[config.mk]
export PLATFORM = sky130hd
export DESIGN_NAME = keypad_matrix_emulator_flat
export DESIGN_NICKNAME = d
export VERILOG_FILES = /design/src/rtl/keypad_matrix_emulator_pkg.sv /design/src/rtl/keypad_matrix_emulator_if.sv /design/src/rtl/keypad_matrix_emulator_bounce_timer.sv /design/src/rtl/keypad_matrix_emulator.sv /design/src/flat_wrapper.sv
export SDC_FILE = /design/constraint.sdc
export NUM_CORES = 1
export LEC_CHECK = 0
export ABC_CLOCK_PERIOD_IN_PS = 6100
export CAP_MARGIN = 20
export CORE_MARGIN = 2
export CORE_UTILIZATION = 51
export CTS_CLUSTER_DIAMETER = 200
export DETAILED_ROUTE_END_ITERATION = 8
export DONT_BUFFER_PORTS = 1
export PLACE_DENSITY = 0.64
export SYNTH_ARGS = -nofsm -noshare
export SYNTH_HDL_FRONTEND = slang
export SYNTH_SLANG_ARGS = --single-unit
[constraint.sdc]
create_clock -name clk -period 6.1 [get_ports clk]
set_clock_uncertainty 0.2 [all_clocks]
set_input_delay 0.915 -clock clk [delete_from_list [all_inputs] [get_ports clk]]
set_output_delay 0.915 -clock clk [all_outputs]
set_load 0.02 [all_outputs]
[src/rtl/keypad_matrix_emulator_pkg.sv]
// ---------------------------------------------------------------------------
// keypad_pkg
// Shared types and constants for the 4x4 matrix-keypad emulator.
//   keypad_state_e : contact sequencing states (IDLE, MAKE, HOLD, BREAK)
//   ROW_IDLE       : active-low row bus value with no contact closed
//   LFSR_SEED/TAPS : bounce-jitter LFSR constants (x^8+x^6+x^5+x^4)
//   key_row/key_col: split a 4-bit key index into matrix coordinates
//   clog2_min1     : counter width helper that never returns zero
// ---------------------------------------------------------------------------
package keypad_pkg;

    typedef enum logic [1:0] {
        IDLE  = 2'd0,
        MAKE  = 2'd1,
        HOLD  = 2'd2,
        BREAK = 2'd3
    } keypad_state_e;

    localparam logic [3:0] ROW_IDLE  = 4'b1111;

    localparam logic [7:0] LFSR_SEED = 8'hA5;
    localparam logic [7:0] LFSR_TAPS = 8'b1011_1000;

    function automatic logic [1:0] key_row(input logic [3:0] key);
        return key[3:2];
    endfunction

    function automatic logic [1:0] key_col(input logic [3:0] key);
        return key[1:0];
    endfunction

    // A counter that only ever needs to hold 0 still needs one bit.
    function automatic int clog2_min1(input int value);
        return (value > 1) ? $clog2(value) : 1;
    endfunction

endpackage

[src/rtl/keypad_matrix_emulator_if.sv]
// ---------------------------------------------------------------------------
// keypad_matrix_emulator_if
// Bundles the keypad matrix lines and the press-command handshake.
//   col[3:0]       : column strobes from the scanner, active-low
//   row[3:0]       : row returns to the scanner, active-low
//   press_req      : single-cycle press command
//   press_key[3:0] : key index sampled with press_req
//   busy / done    : press in progress / release-complete pulse
// Modports: master = scanner/stimulus side, slave = emulator side.
// ---------------------------------------------------------------------------
interface keypad_matrix_emulator_if;

    logic [3:0] col;
    logic [3:0] row;
    logic       press_req;
    logic [3:0] press_key;
    logic       busy;
    logic       done;

    modport master (
        output col,
        output press_req,
        output press_key,
        input  row,
        input  busy,
        input  done
    );

    modport slave (
        input  col,
        input  press_req,
        input  press_key,
        output row,
        output busy,
        output done
    );

endinterface

[src/rtl/keypad_matrix_emulator_bounce_timer.sv]
// ---------------------------------------------------------------------------
// keypad_bounce_timer
// Times one contact-bounce phase: BOUNCE_TOGGLES inversions spaced
// BOUNCE_PERIOD cycles apart. With zero toggles the phase lasts one cycle.
//   clk, rst  : clock, asynchronous active-high reset
//   load      : restart the phase counters (phase start edge)
//   run       : a bounce phase is in progress
//   toggle    : contact should invert at the next edge
//   phase_end : the phase finishes at the next edge
// Optional: KEYPAD_EMU_LFSR_BOUNCE_EN adds an 8-bit Fibonacci LFSR that
// stretches each interval by lfsr[1:0] cycles.
// ---------------------------------------------------------------------------
module keypad_bounce_timer
    import keypad_pkg::*;
#(
    parameter int BOUNCE_PERIOD  = 4,
    parameter int BOUNCE_TOGGLES = 4
) (
    input  logic clk,
    input  logic rst,
    input  logic load,
    input  logic run,
    output logic toggle,
    output logic phase_end
);

    localparam int TW = clog2_min1(BOUNCE_TOGGLES);
    localparam logic [TW-1:0] TOGGLE_LAST =
        TW'((BOUNCE_TOGGLES > 0) ? BOUNCE_TOGGLES - 1 : 0);

`ifdef KEYPAD_EMU_LFSR_BOUNCE_EN
    localparam int IW = clog2_min1(BOUNCE_PERIOD + 4);
`else
    localparam int IW = clog2_min1(BOUNCE_PERIOD);
`endif

    logic [IW-1:0] interval_cnt_q;
    logic [TW-1:0] toggle_cnt_q;
    logic [IW-1:0] interval_last;

`ifdef KEYPAD_EMU_LFSR_BOUNCE_EN
    logic [7:0]    lfsr_q;
    logic [IW-1:0] interval_q;

    // Free-running jitter source; it steps every cycle regardless of phase.
    always_ff @(posedge clk or posedge rst) begin
        if (rst) begin
            lfsr_q <= LFSR_SEED;
        end else begin
            lfsr_q <= {lfsr_q[6:0], ^(lfsr_q & LFSR_TAPS)};
        end
    end

    // Each interval length is picked when its predecessor ends (or the phase starts).
    always_ff @(posedge clk or posedge rst) begin
        if (rst) begin
            interval_q <= IW'(BOUNCE_PERIOD);
        end else if (load || toggle) begin
            interval_q <= IW'(BOUNCE_PERIOD) + IW'(lfsr_q[1:0]);
        end
    end

    assign interval_last = interval_q - IW'(1);
`else
    assign interval_last = IW'(BOUNCE_PERIOD - 1);
`endif

    // Strobes are decoded from the registered counts so the FSM acts on them at the next edge.
    always_comb begin
        toggle    = 1'b0;
        phase_end = 1'b0;
        if (run) begin
            if (BOUNCE_TOGGLES == 0) begin
                phase_end = 1'b1;
            end else if (interval_cnt_q == interval_last) begin
                toggle    = 1'b1;
                phase_end = (toggle_cnt_q == TOGGLE_LAST);
            end
        end
    end

    // Counters only restart through load or an interval reload, never by wrapping.
    always_ff @(posedge clk or posedge rst) begin
        if (rst) begin
            interval_cnt_q <= '0;
            toggle_cnt_q   <= '0;
        end else if (load) begin
            interval_cnt_q <= '0;
            toggle_cnt_q   <= '0;
        end else if (toggle) begin
            interval_cnt_q <= '0;
            if (!phase_end) begin
                toggle_cnt_q <= toggle_cnt_q + TW'(1);
            end
        end else if (run) begin
            interval_cnt_q <= interval_cnt_q + IW'(1);
        end
    end

endmodule

[src/rtl/keypad_matrix_emulator.sv]
// ---------------------------------------------------------------------------
// keypad_matrix_emulator
// Responder side of a 4x4 matrix keypad. A press command closes one contact
// with make bounce, holds it, then opens it with break bounce. The row lines
// are decoded combinationally from the column strobes, like a real keypad.
//   clk, rst : clock, asynchronous active-high reset
//   bus      : keypad_matrix_emulator_if.slave (col, row, press_req,
//              press_key, busy, done)
// Parameters: BOUNCE_PERIOD, BOUNCE_TOGGLES (even), HOLD_CYCLES.
// Optional: KEYPAD_EMU_LFSR_BOUNCE_EN jitters bounce intervals (in timer).
// ---------------------------------------------------------------------------
module keypad_matrix_emulator
    import keypad_pkg::*;
#(
    parameter int BOUNCE_PERIOD  = 4,
    parameter int BOUNCE_TOGGLES = 4,
    parameter int HOLD_CYCLES    = 100
) (
    input  logic                         clk,
    input  logic                         rst,
    keypad_matrix_emulator_if.slave      bus
);

    localparam int HW = clog2_min1(HOLD_CYCLES);
    localparam logic [HW-1:0] HOLD_LAST = HW'(HOLD_CYCLES - 1);

    keypad_state_e state_q, state_d;
    logic          contact_q, contact_d;
    logic [3:0]    key_q, key_d;
    logic [HW-1:0] hold_cnt_q, hold_cnt_d;
    logic          done_q, done_d;
    logic          timer_load;
    logic          timer_run;
    logic          timer_toggle;
    logic          timer_phase_end;
    logic [3:0]    row_d;

    assign timer_run = (state_q == MAKE) || (state_q == BREAK);

    keypad_bounce_timer #(
        .BOUNCE_PERIOD  (BOUNCE_PERIOD),
        .BOUNCE_TOGGLES (BOUNCE_TOGGLES)
    ) u_bounce_timer (
        .clk       (clk),
        .rst       (rst),
        .load      (timer_load),
        .run       (timer_run),
        .toggle    (timer_toggle),
        .phase_end (timer_phase_end)
    );

    // State, contact, latched key, hold count and done all register together.
    always_ff @(posedge clk or posedge rst) begin
        if (rst) begin
            state_q    <= IDLE;
            contact_q  <= 1'b0;
            key_q      <= 4'd0;
            hold_cnt_q <= '0;
            done_q     <= 1'b0;
        end else begin
            state_q    <= state_d;
            contact_q  <= contact_d;
            key_q      <= key_d;
            hold_cnt_q <= hold_cnt_d;
            done_q     <= done_d;
        end
    end

    // Contact closes on acceptance and is forced to its settled value at
    // each bounce phase end, so an odd bounce history can never leak through.
    // Requests arriving outside IDLE are simply not looked at.
    always_comb begin
        state_d    = state_q;
        contact_d  = contact_q;
        key_d      = key_q;
        hold_cnt_d = hold_cnt_q;
        done_d     = 1'b0;
        timer_load = 1'b0;
        case (state_q)
            IDLE: begin
                if (bus.press_req) begin
                    key_d      = bus.press_key;
                    state_d    = MAKE;
                    contact_d  = 1'b1;
                    timer_load = 1'b1;
                end
            end
            MAKE: begin
                if (timer_phase_end) begin
                    state_d    = HOLD;
                    contact_d  = 1'b1;
                    hold_cnt_d = '0;
                end else if (timer_toggle) begin
                    contact_d  = ~contact_q;
                end
            end
            HOLD: begin
                if (hold_cnt_q == HOLD_LAST) begin
                    state_d    = BREAK;
                    contact_d  = 1'b0;
                    timer_load = 1'b1;
                end else begin
                    hold_cnt_d = hold_cnt_q + HW'(1);
                end
            end
            BREAK: begin
                if (timer_phase_end) begin
                    state_d   = IDLE;
                    contact_d = 1'b0;
                    done_d    = 1'b1;
                end else if (timer_toggle) begin
                    contact_d = ~contact_q;
                end
            end
            default: begin
                state_d = IDLE;
            end
        endcase
    end

    // Row pulls low only while its column is strobed and the contact is closed;
    // other strobed columns have no keys pressed on them.
    always_comb begin
        row_d = ROW_IDLE;
        if (contact_q && !bus.col[key_col(key_q)]) begin
            row_d[key_row(key_q)] = 1'b0;
        end
    end

    assign bus.row  = row_d;
    assign bus.busy = (state_q != IDLE);
    assign bus.done = done_q;

endmodule

[src/flat_wrapper.sv]
// flat-port wrapper written by rule: the top's interface ports become plain ports
module keypad_matrix_emulator_flat import keypad_pkg::*;
#(
    parameter int BOUNCE_PERIOD  = 4,
    parameter int BOUNCE_TOGGLES = 4,
    parameter int HOLD_CYCLES    = 100
)
  (clk, rst, bus_col, bus_press_req, bus_press_key, bus_row, bus_busy, bus_done);
  keypad_matrix_emulator_if bus_i ();
  input  logic clk;
  input  logic rst;
  input wire logic [$bits(bus_i.col)-1:0] bus_col;
  input wire logic [$bits(bus_i.press_req)-1:0] bus_press_req;
  input wire logic [$bits(bus_i.press_key)-1:0] bus_press_key;
  output wire logic [$bits(bus_i.row)-1:0] bus_row;
  output wire logic [$bits(bus_i.busy)-1:0] bus_busy;
  output wire logic [$bits(bus_i.done)-1:0] bus_done;
  assign bus_i.col = bus_col;
  assign bus_i.press_req = bus_press_req;
  assign bus_i.press_key = bus_press_key;
  assign bus_row = bus_i.row;
  assign bus_busy = bus_i.busy;
  assign bus_done = bus_i.done;
  keypad_matrix_emulator #(.BOUNCE_PERIOD(BOUNCE_PERIOD), .BOUNCE_TOGGLES(BOUNCE_TOGGLES), .HOLD_CYCLES(HOLD_CYCLES)) u_core (.clk(clk), .rst(rst), .bus(bus_i));
endmodule
==> results of run 1 <==
how the worst min path moves through the flow:
stage               depth (start not counted)              endpoint                 start  slack (ps)
floorplan                                   1  u_core.hold_cnt_q[0]  u_core.hold_cnt_q[0]         280
global placement                            1       u_core.key_q[1]       u_core.key_q[1]         300
detailed placement                          1       u_core.key_q[1]       u_core.key_q[1]         310
CTS                                         1  u_core.hold_cnt_q[0]  u_core.hold_cnt_q[0]         330
global route                                1  u_core.hold_cnt_q[0]  u_core.hold_cnt_q[0]         360
finish                                      1  u_core.hold_cnt_q[0]  u_core.hold_cnt_q[0]         330
registers in the layout, indices dropped and copies added, names as in the netlist:
name and cells:
u_core.u_bounce_timer.interval_cnt_q 2, u_core.state_q 2, u_core.u_bounce_timer.toggle_cnt_q 2, u_core.hold_cnt_q 7, u_core.key_q 4, u_core.bus.done 1, u_core.contact_q 1
worst max-delay path, cell delays in order:
cell and delay (ps):
mux4_2 440, nand2b_1 200, or3_1 430
per-stage QoR:
step / instance area [µm²] / std cells / setup slack (ps)
2_1_floorplan: 1090 / 109 / 3047
3_3_place_gp: 1120 / 135 / 3018
3_5_place_dp: 1120 / 135 / 3002
4_1_cts: 1147 / 139 / 3001
5_1_grt: 1147 / 139 / 2989
6_report: 1147 / 139 / 3011
layer usage:
layer  vias up  track usage
met1       366       0.2097
met2        19       0.2632
li1        390            -
met4         0      0.06944
met5         -            0
met3         4      0.03571
kinds of logic after synthesis:
group | synth area share
buffers and inverters | 0.03789
xor gates and xnor gates | 0.008038
DFF | 0.4363
and+or+nand+nor | 0.1757
adders and majority gates | 0.09185
AOI/OAI and AO/OA | 0.1492
muxes | 0.1010
where the power goes:
group          internal (W)  switching (W)   total, W  leakage, nW
combinational      0.000116       0.000152   0.000267        0.238
sequential         0.000169      0.0000346   0.000204        0.246
clock             0.0000244      0.0000387  0.0000631       0.0177
total              0.000309       0.000225   0.000534        0.501
final cells by class:
class	count	share of cell area
tap	27	0.02944
sequential	19	0.4144
inverter	10	0.03272
clock inverter	1	0.004362
clock buffer	3	0.01963
multi-input combinational	79	0.4995
cell usage in the layout (no fill, tap or decap), drive strengths merged:
master and n:
dfrtp 19, nand2 11, inv 10, ha 8, o21ai 8, nor2 7, mux2 6, nand3 5
a21oi 5, and2 3, o31ai 3, clkbuf 3, nand2b 3, o21a 2, nor3 2, mux2i 2
o22ai 2, or2 2, or4 1, a2bb2oi 1, a32o 1, nor3b 1, xnor2 1, mux4 1
or3 1, and3 1, o311ai 1, o32a 1, clkinv 1
==> reports/metrics.yaml, run 1 <==
status:
  status: "complete, no violations"
route:
  drc: 0
  antenna_left: 0
  wirelength_um: 1798
  wl_per_cell_um: 12.94
  highest_layer: "met4"
  met3_length_um: 74
  wl_met2_um: 863
  drt-vias-per-instance: 5.604
  firstDrtPassIters: 4
  wl_met1_um: 833
  num_vias: 779
  drt_first_iter_violations: 19
cts:
  cts_resized: 0
  cts_root_buf: "clkbuf_4"
  cts.sinks: 19
  numCtsBuffers: 3
  insertion_delay_ps: 290
  clock_path_buffers: 2
  holdBufCountCts: 0
  htree_levels: 1
  clkSlewWorstSetupHoldPaths_ps: 100
  cts_tree: "done"
  cts_setup_buffers: 0
timing:
  max_slew_margin: 0.5162
  finalSetupTns_ps: 0
  fmax_ghz: 0.3238
  fin_crit_ps: 3089
  worstMarginPinSlew_ps: 724.8
  hold_violations: 0
  whs_ps: 329.5
  setup_viol: 0
  fin_crit_sh: 0.5063
  slew_violations: 0
  rsz0062_at_grt: "false"
cells_and_area:
  drive_gt1_frac: 0.1339
  fill_cells: 175
  nNetsFinal: 132
  multi_input_area_um2: 573.1
  fin_util: 0.5789
  area_growth_pct: 5.281
  num_antenna_cells: 0
  seqCellArea_um2: 475.5
grt:
  grt_max_degree: 20
  grt_pass1_vias: 710
  grt-ovfl-total: 0
  grt_usage: 0.1629
  antenna_found_initial: 0
  grt_pass1_wl_um: 3091
power:
  powerDensity_nw_per_um2: 465.5
  total_power_w: 0.0005341
  total_leakage_power_nw: 0.5010
  ir_drop_mv: 0.2437
critical_path:
  worstRegToRegCells: 5
  r2r-end: "u_core.state_q[1]"
  startpoint_type: "input port"
  critPathCapture: "bus_row[0]"
  worstSetupPathType: "input port to output pin"
  required_ps: 4980
  timing.rr.start: "u_core.hold_cnt_q[0]"
  crit_arrival_ps: 1970
  cp-startpoint: "bus_col[3]"
  reg2reg_slack_ps: 4000
  cp_max_fo: 4
  cp-end-kind: "output pin"
logic_synthesis:
  syn_area_per_cell_um2: 9.998
  synth_common_cells: "dfrtp_1, nand2_1, inv_1"
  synth.yosys.seq_area_share: 0.4363
  synth_top_area_cell: "dfrtp_1"
  ys_seq_elements: 19
  synth_nets: 128
  synth_edf_count: 0
  ys_warn_count: 0
  ys.flop_type: "dfrtp_1"
  netlist_top_cells_area: "dfrtp_1, ha_1, mux2_2, nand2_1, inv_1"
  synth_area_um2: 1090
  synthCells: 109
  ys_types: 33
  async_flop_share: 1.000
  synth_most_common_cell: "dfrtp_1"
  yosysTopAreaCellShare: 0.4363
die:
  die_w_um: 50.23
  core-area_um2: 1982
  io_pins: 17
  rows: 16
  dieArea_um2: 2523
  initial_core_util: 0.5499
  die_h_um: 50.23
placement:
  place_hpwl_um: 1407
  gp_congestion: 0.7669
  port_buffers: 0
worst_hold_path:
  hp-class: "register to register"
job:
  maxCapViolCount: 0
Note: power is estimated with default switching activity, not from simulation.
==> run 2, diff against run 1 <==
Settings changed: ABC_CLOCK_PERIOD_IN_PS 6100 to 2900.
Clock period 6.1 ns to 2.9 ns, I/O delays scaled along.
==> reports/metrics.yaml, run 2 (same netlist as run 1, synthesis figures left out) <==
critical_path:
  startpoint_type: "register"
  worstSetupPathType: "register to output pin"
  crit_arrival_ps: 1750
  worst-path-buf-inv: 0
  cpLargestDelayFamily: "simple AND/OR/NAND/NOR gates"
  worstRegToRegCells: 5
  cp-end-kind: "output pin"
  required_ps: 2270
  cp.depth: 3
  slowest_stage: "mux4_2"
  crit_chain: "mux4_2 > nand2b_1 > or3_1"
  slowest_delay_ps: 480
  cp_max_fo: 4
power:
  total_leakage_power_nw: 0.5024
  powerDensity_nw_per_um2: 968.6
  ir_drop_mv: 0.4807
worst_hold_path:
  hp-class: "input port to register"
  holdPathStages: 1
cells_and_area:
  num_antenna_cells: 0
  area_growth_pct: 6.085
  fill_cells: 169
  regMostFlops: "u_core.hold_cnt_q"
  top_regs: "u_core.hold_cnt_q x7, u_core.key_q x4"
  nNetsFinal: 133
  largest_register_ff_count: 7
  seqCellArea_um2: 475.5
  design_area_um2: 1156
  layout_common_cells: "dfrtp_1, nand2_1, inv_1"
  fin_util: 0.5833
  drive_gt1_frac: 0.1239
  multi_input_area_um2: 573.1
  final_common_cell: "dfrtp_1"
grt:
  antenna_found_initial: 0
  grt_max_degree: 20
  grt-ovfl-total: 0
  grt_usage: 0.1782
  grt_pass1_vias: 804
  grt_pass1_wl_um: 3339
cts:
  numCtsBuffers: 3
  cts_tree: "done"
  clkSlewWorstSetupHoldPaths_ps: 90
  cts.sinks: 19
  insertion_delay_ps: 300
  cts_resized: 0
  clock_path_buffers: 2
  cts_root_buf: "clkbuf_4"
  htree_levels: 1
placement:
  place_area_um2: 1120
  port_buffers: 0
  gp_congestion: 0.7537
  place_hpwl_um: 1461
route:
  antenna_left: 0
  firstDrtPassIters: 4
  drt_first_iter_violations: 6
  wirelength_um: 1849
  num_vias: 792
  drc: 0
  wl_per_cell_um: 13.21
  drt-vias-per-instance: 5.657
die:
  die_w_um: 50.23
  io_pins: 17
  initial_core_util: 0.5499
  dieArea_um2: 2523
  rows: 16
  die_h_um: 50.23
  core-area_um2: 1982
timing:
  finalSetupTns_ps: 0
  slew_violations: 0
  worstMarginPinSlew_ps: 732.0
  fmax_ghz: 0.4186
  fin_crit_sh: 0.8238
  max_slew_margin: 0.5114
  hold_violations: 0
  rsz0062_at_grt: "false"
  fin_crit_ps: 2389
  setup_viol: 0
status:
  status: "complete, no violations"
job:
  maxCapViolCount: 0
## run 2: cell count changes in the layout (fill, tap and decap cells not counted), sizes merged
cell and delta:
clkbuf +1, clkinv -1, dlygate4sd3 +1
## run 2: path summary, 6_finish.rpt
kind / end / from / slack [ps]
worst max-delay path: bus_row[0] / u_core.key_q[0] / 510
worst min-delay path: u_core.key_q[0] / bus_press_key[0] / 90
worst max register to register: u_core.state_q[1] / u_core.hold_cnt_q[0] / 810
worst min register to register: u_core.hold_cnt_q[0] / u_core.hold_cnt_q[0] / 320
max in group asynchronous: u_core.contact_q / rst / 1540
min in group asynchronous: u_core.bus.done / rst / 490
## run 2: metal layers
layer  GRT usage  share of wire
met1      0.2112           0.46
met2      0.2982           0.48
met3     0.03869          0.034
met4     0.09722          0.023
met5           0              0
## run 2: worst register-to-register path: cells and delay by family, from the launching register on
kind / cells / cell delay, ps
AOI/OAI and AO/OA: 1 / 210
adders and majority gates: 1 / 260
DFF: 1 / 400
muxes: 1 / 330
and+or+nand+nor: 2 / 600
## run 2: cell type report
type                       count  share of cell area
inverter                      10             0.03247
tap                           27             0.02922
clock buffer                   4             0.02273
timing repair buffer           1            0.008658
sequential                    19              0.4113
multi-input combinational     79              0.4957
## run 2: timing repair
item / in CTS / in global routing
hold endpoints to repair: 19 / 0
hold buffers: 1 / 0
setup buffers: 0 / 0
## run 2: where the power goes
group,switching (W),leakage [nW],total (W),internal [W]
Sequential,0.0000724,0.246,0.000428,0.000356
Clock,0.0000770,0.0150,0.000130,0.0000535
Combinational,0.000315,0.242,0.000561,0.000246
## run 2: stage by stage
step,cells,total power (W),setup WS [ps],hold WS (ps)
CTS,140,0.001135,475.3,74.24
finish,140,0.001120,511.1,93.00
floorplan,109,0.0008911,806.7,186.1
global route,140,0.001235,406.8,63.02
detailed placement,135,0.0009981,782.2,292.7
global placement,135,0.0009793,778.3,288.4
==> run 3, diff against run 2 <==
Settings changed: ABC_CLOCK_PERIOD_IN_PS 2900 to 2300.
Clock period 2.9 ns to 2.3 ns, I/O delays scaled along.
==> reports/metrics.yaml, run 3 (same netlist as run 1, synthesis figures left out) <==
route:
  drt_first_iter_violations: 18
  wl_per_cell_um: 13.40
  firstDrtPassIters: 4
  wirelength_um: 1930
  antenna_left: 0
  drc: 0
  num_vias: 812
  drt-vias-per-instance: 5.639
critical_path:
  slowest_stage: "mux4_2"
  startpoint_type: "register"
  slowest_delay_ps: 490
  cp_max_fo: 4
  crit_chain: "mux4_2 > nand2b_4 > or3_4"
  required_ps: 1750
  crit_arrival_ps: 1690
  cp-end-kind: "output pin"
  worstSetupPathType: "register to output pin"
grt:
  grt-ovfl-total: 0
  grt_usage: 0.1699
  grt_pass1_wl_um: 3229
  grt_pass1_vias: 742
  grt_max_degree: 20
  antenna_found_initial: 0
timing:
  finalSetupTns_ps: 0
  whs_ps: 142.1
  max_slew_margin: 0.5196
  fin_crit_ps: 2235
  rsz0062_at_grt: "true"
  worstMarginPinSlew_ps: 719.8
  hold_violations: 0
  fmax_ghz: 0.4474
  fin_crit_sh: 0.9717
  setup_viol: 0
  fin_ws_ps: 65.03
  slew_violations: 0
placement:
  dp_cells: 135
  port_buffers: 0
  place_hpwl_um: 1421
  place_ws_ps: 256.5
  gp_congestion: 0.7486
cells_and_area:
  drive_gt1_frac: 0.1368
  nNetsFinal: 137
  layout_common_cells: "dfrtp_1, nand2_1, inv_1"
  area_growth_pct: 10.91
  final_common_cell: "dfrtp_1"
  regMostFlops: "u_core.hold_cnt_q"
  largest_register_ff_count: 7
  top_regs: "u_core.hold_cnt_q x7, u_core.key_q x4"
  num_antenna_cells: 0
  instances_no_fill: 144
die:
  initial_core_util: 0.5499
  die_w_um: 50.23
  rows: 16
  core-area_um2: 1982
  io_pins: 17
  die_h_um: 50.23
  dieArea_um2: 2523
power:
  total_power_w: 0.001447
  p_comb_frac: 0.506
  total_leakage_power_nw: 0.5266
  p_int_w: 0.0008438
  ir_drop_mv: 0.5694
  switching_share: 0.4168
  powerDensity_nw_per_um2: 1197
  p_sw_w: 0.0006030
  pwr-share-seq: 0.380
  pwr-share-clk: 0.115
cts:
  numCtsBuffers: 3
  clock_path_buffers: 2
  htree_levels: 1
  cts.sinks: 19
  clkSlewWorstSetupHoldPaths_ps: 110
  cts_setup_buffers: 0
  cts_tree: "done"
  insertion_delay_ps: 290
  cts_root_buf: "clkbuf_4"
worst_hold_path:
  hp-class: "input port to register"
job:
  maxCapViolCount: 0
status:
  status: "complete, no violations"
run 3: cell types whose count changed in the layout (fill, tap and decap cells not counted):
| cell | change |
|---|---|
| or3_1 | -1 |
| nand2b_4 | +1 |
| nand2b_1 | -1 |
| or3_4 | +1 |
| dlygate4sd3_1 | +4 |
run 3: critical path, delay by kind of cell, from the launching register on:
family | cells | cell delay, ps
flops | 1 | 380
simple gates | 2 | 530
mux | 1 | 490
run 3: area by class of cell:
class	instances	area (µm²)
clock buffers	4	26.28
well taps	27	33.78
flip-flops and latches	19	475.5
inverters	10	37.54
repair buffers	5	50.05
multi-input cells	79	585.6
fillers	158	773.2
run 3: power groups by stage:
| stage | sequential [W] | clock, W | combinational (W) |
|---|---|---|---|
| after floorplan | 0.000527 | 0 | 0.000597 |
| after global placement | 0.000542 | 0 | 0.000701 |
| after detailed placement | 0.000550 | 0 | 0.000710 |
| after CTS | 0.000543 | 0.000173 | 0.000722 |
| after global routing | 0.000563 | 0.000186 | 0.000834 |
| final | 0.000549 | 0.000166 | 0.000732 |
run 3: routing by layer:
metal | vias up | routed length, µm | part of all wire | GRT usage
li1 | 397 | - | - | -
met1 | 390 | 917 | 0.48 | 0.2229
met2 | 23 | 900 | 0.47 | 0.2675
met3 | 2 | 99 | 0.051 | 0.03274
met4 | 0 | 13 | 0.0067 | 0.08333
met5 | - | 0 | 0 | 0
run 3: worst paths after layout:
check | start | end | slack [ps] | depth (start not counted)
worst max register to register | u_core.hold_cnt_q[0] | u_core.state_q[1] | 230 | 5
worst min register to register | u_core.hold_cnt_q[0] | u_core.hold_cnt_q[0] | 310 | 1
max in group asynchronous | rst | u_core.hold_cnt_q[2] | 1040 | 2
worst max-delay path | u_core.key_q[0] | bus_row[0] | 70 | 3
min in group asynchronous | rst | u_core.hold_cnt_q[5] | 400 | 2
worst min-delay path | bus_press_req | u_core.contact_q | 140 | 2
run 3: metrics by stage:
stage          cell area [µm²]    util
2_1_floorplan             1090       -
3_3_place_gp              1120  0.5650
3_5_place_dp              1120  0.5650
4_1_cts                   1201  0.6061
5_1_grt                   1209  0.6098
6_report                  1209  0.6098
run 3: what timing repair did:
action / CTS / global route
gates resized for setup: 1 / 1
hold buffers: 5 / 0
endpoints found under the hold margin: 23 / 0
setup endpoints to repair: 1 / 1
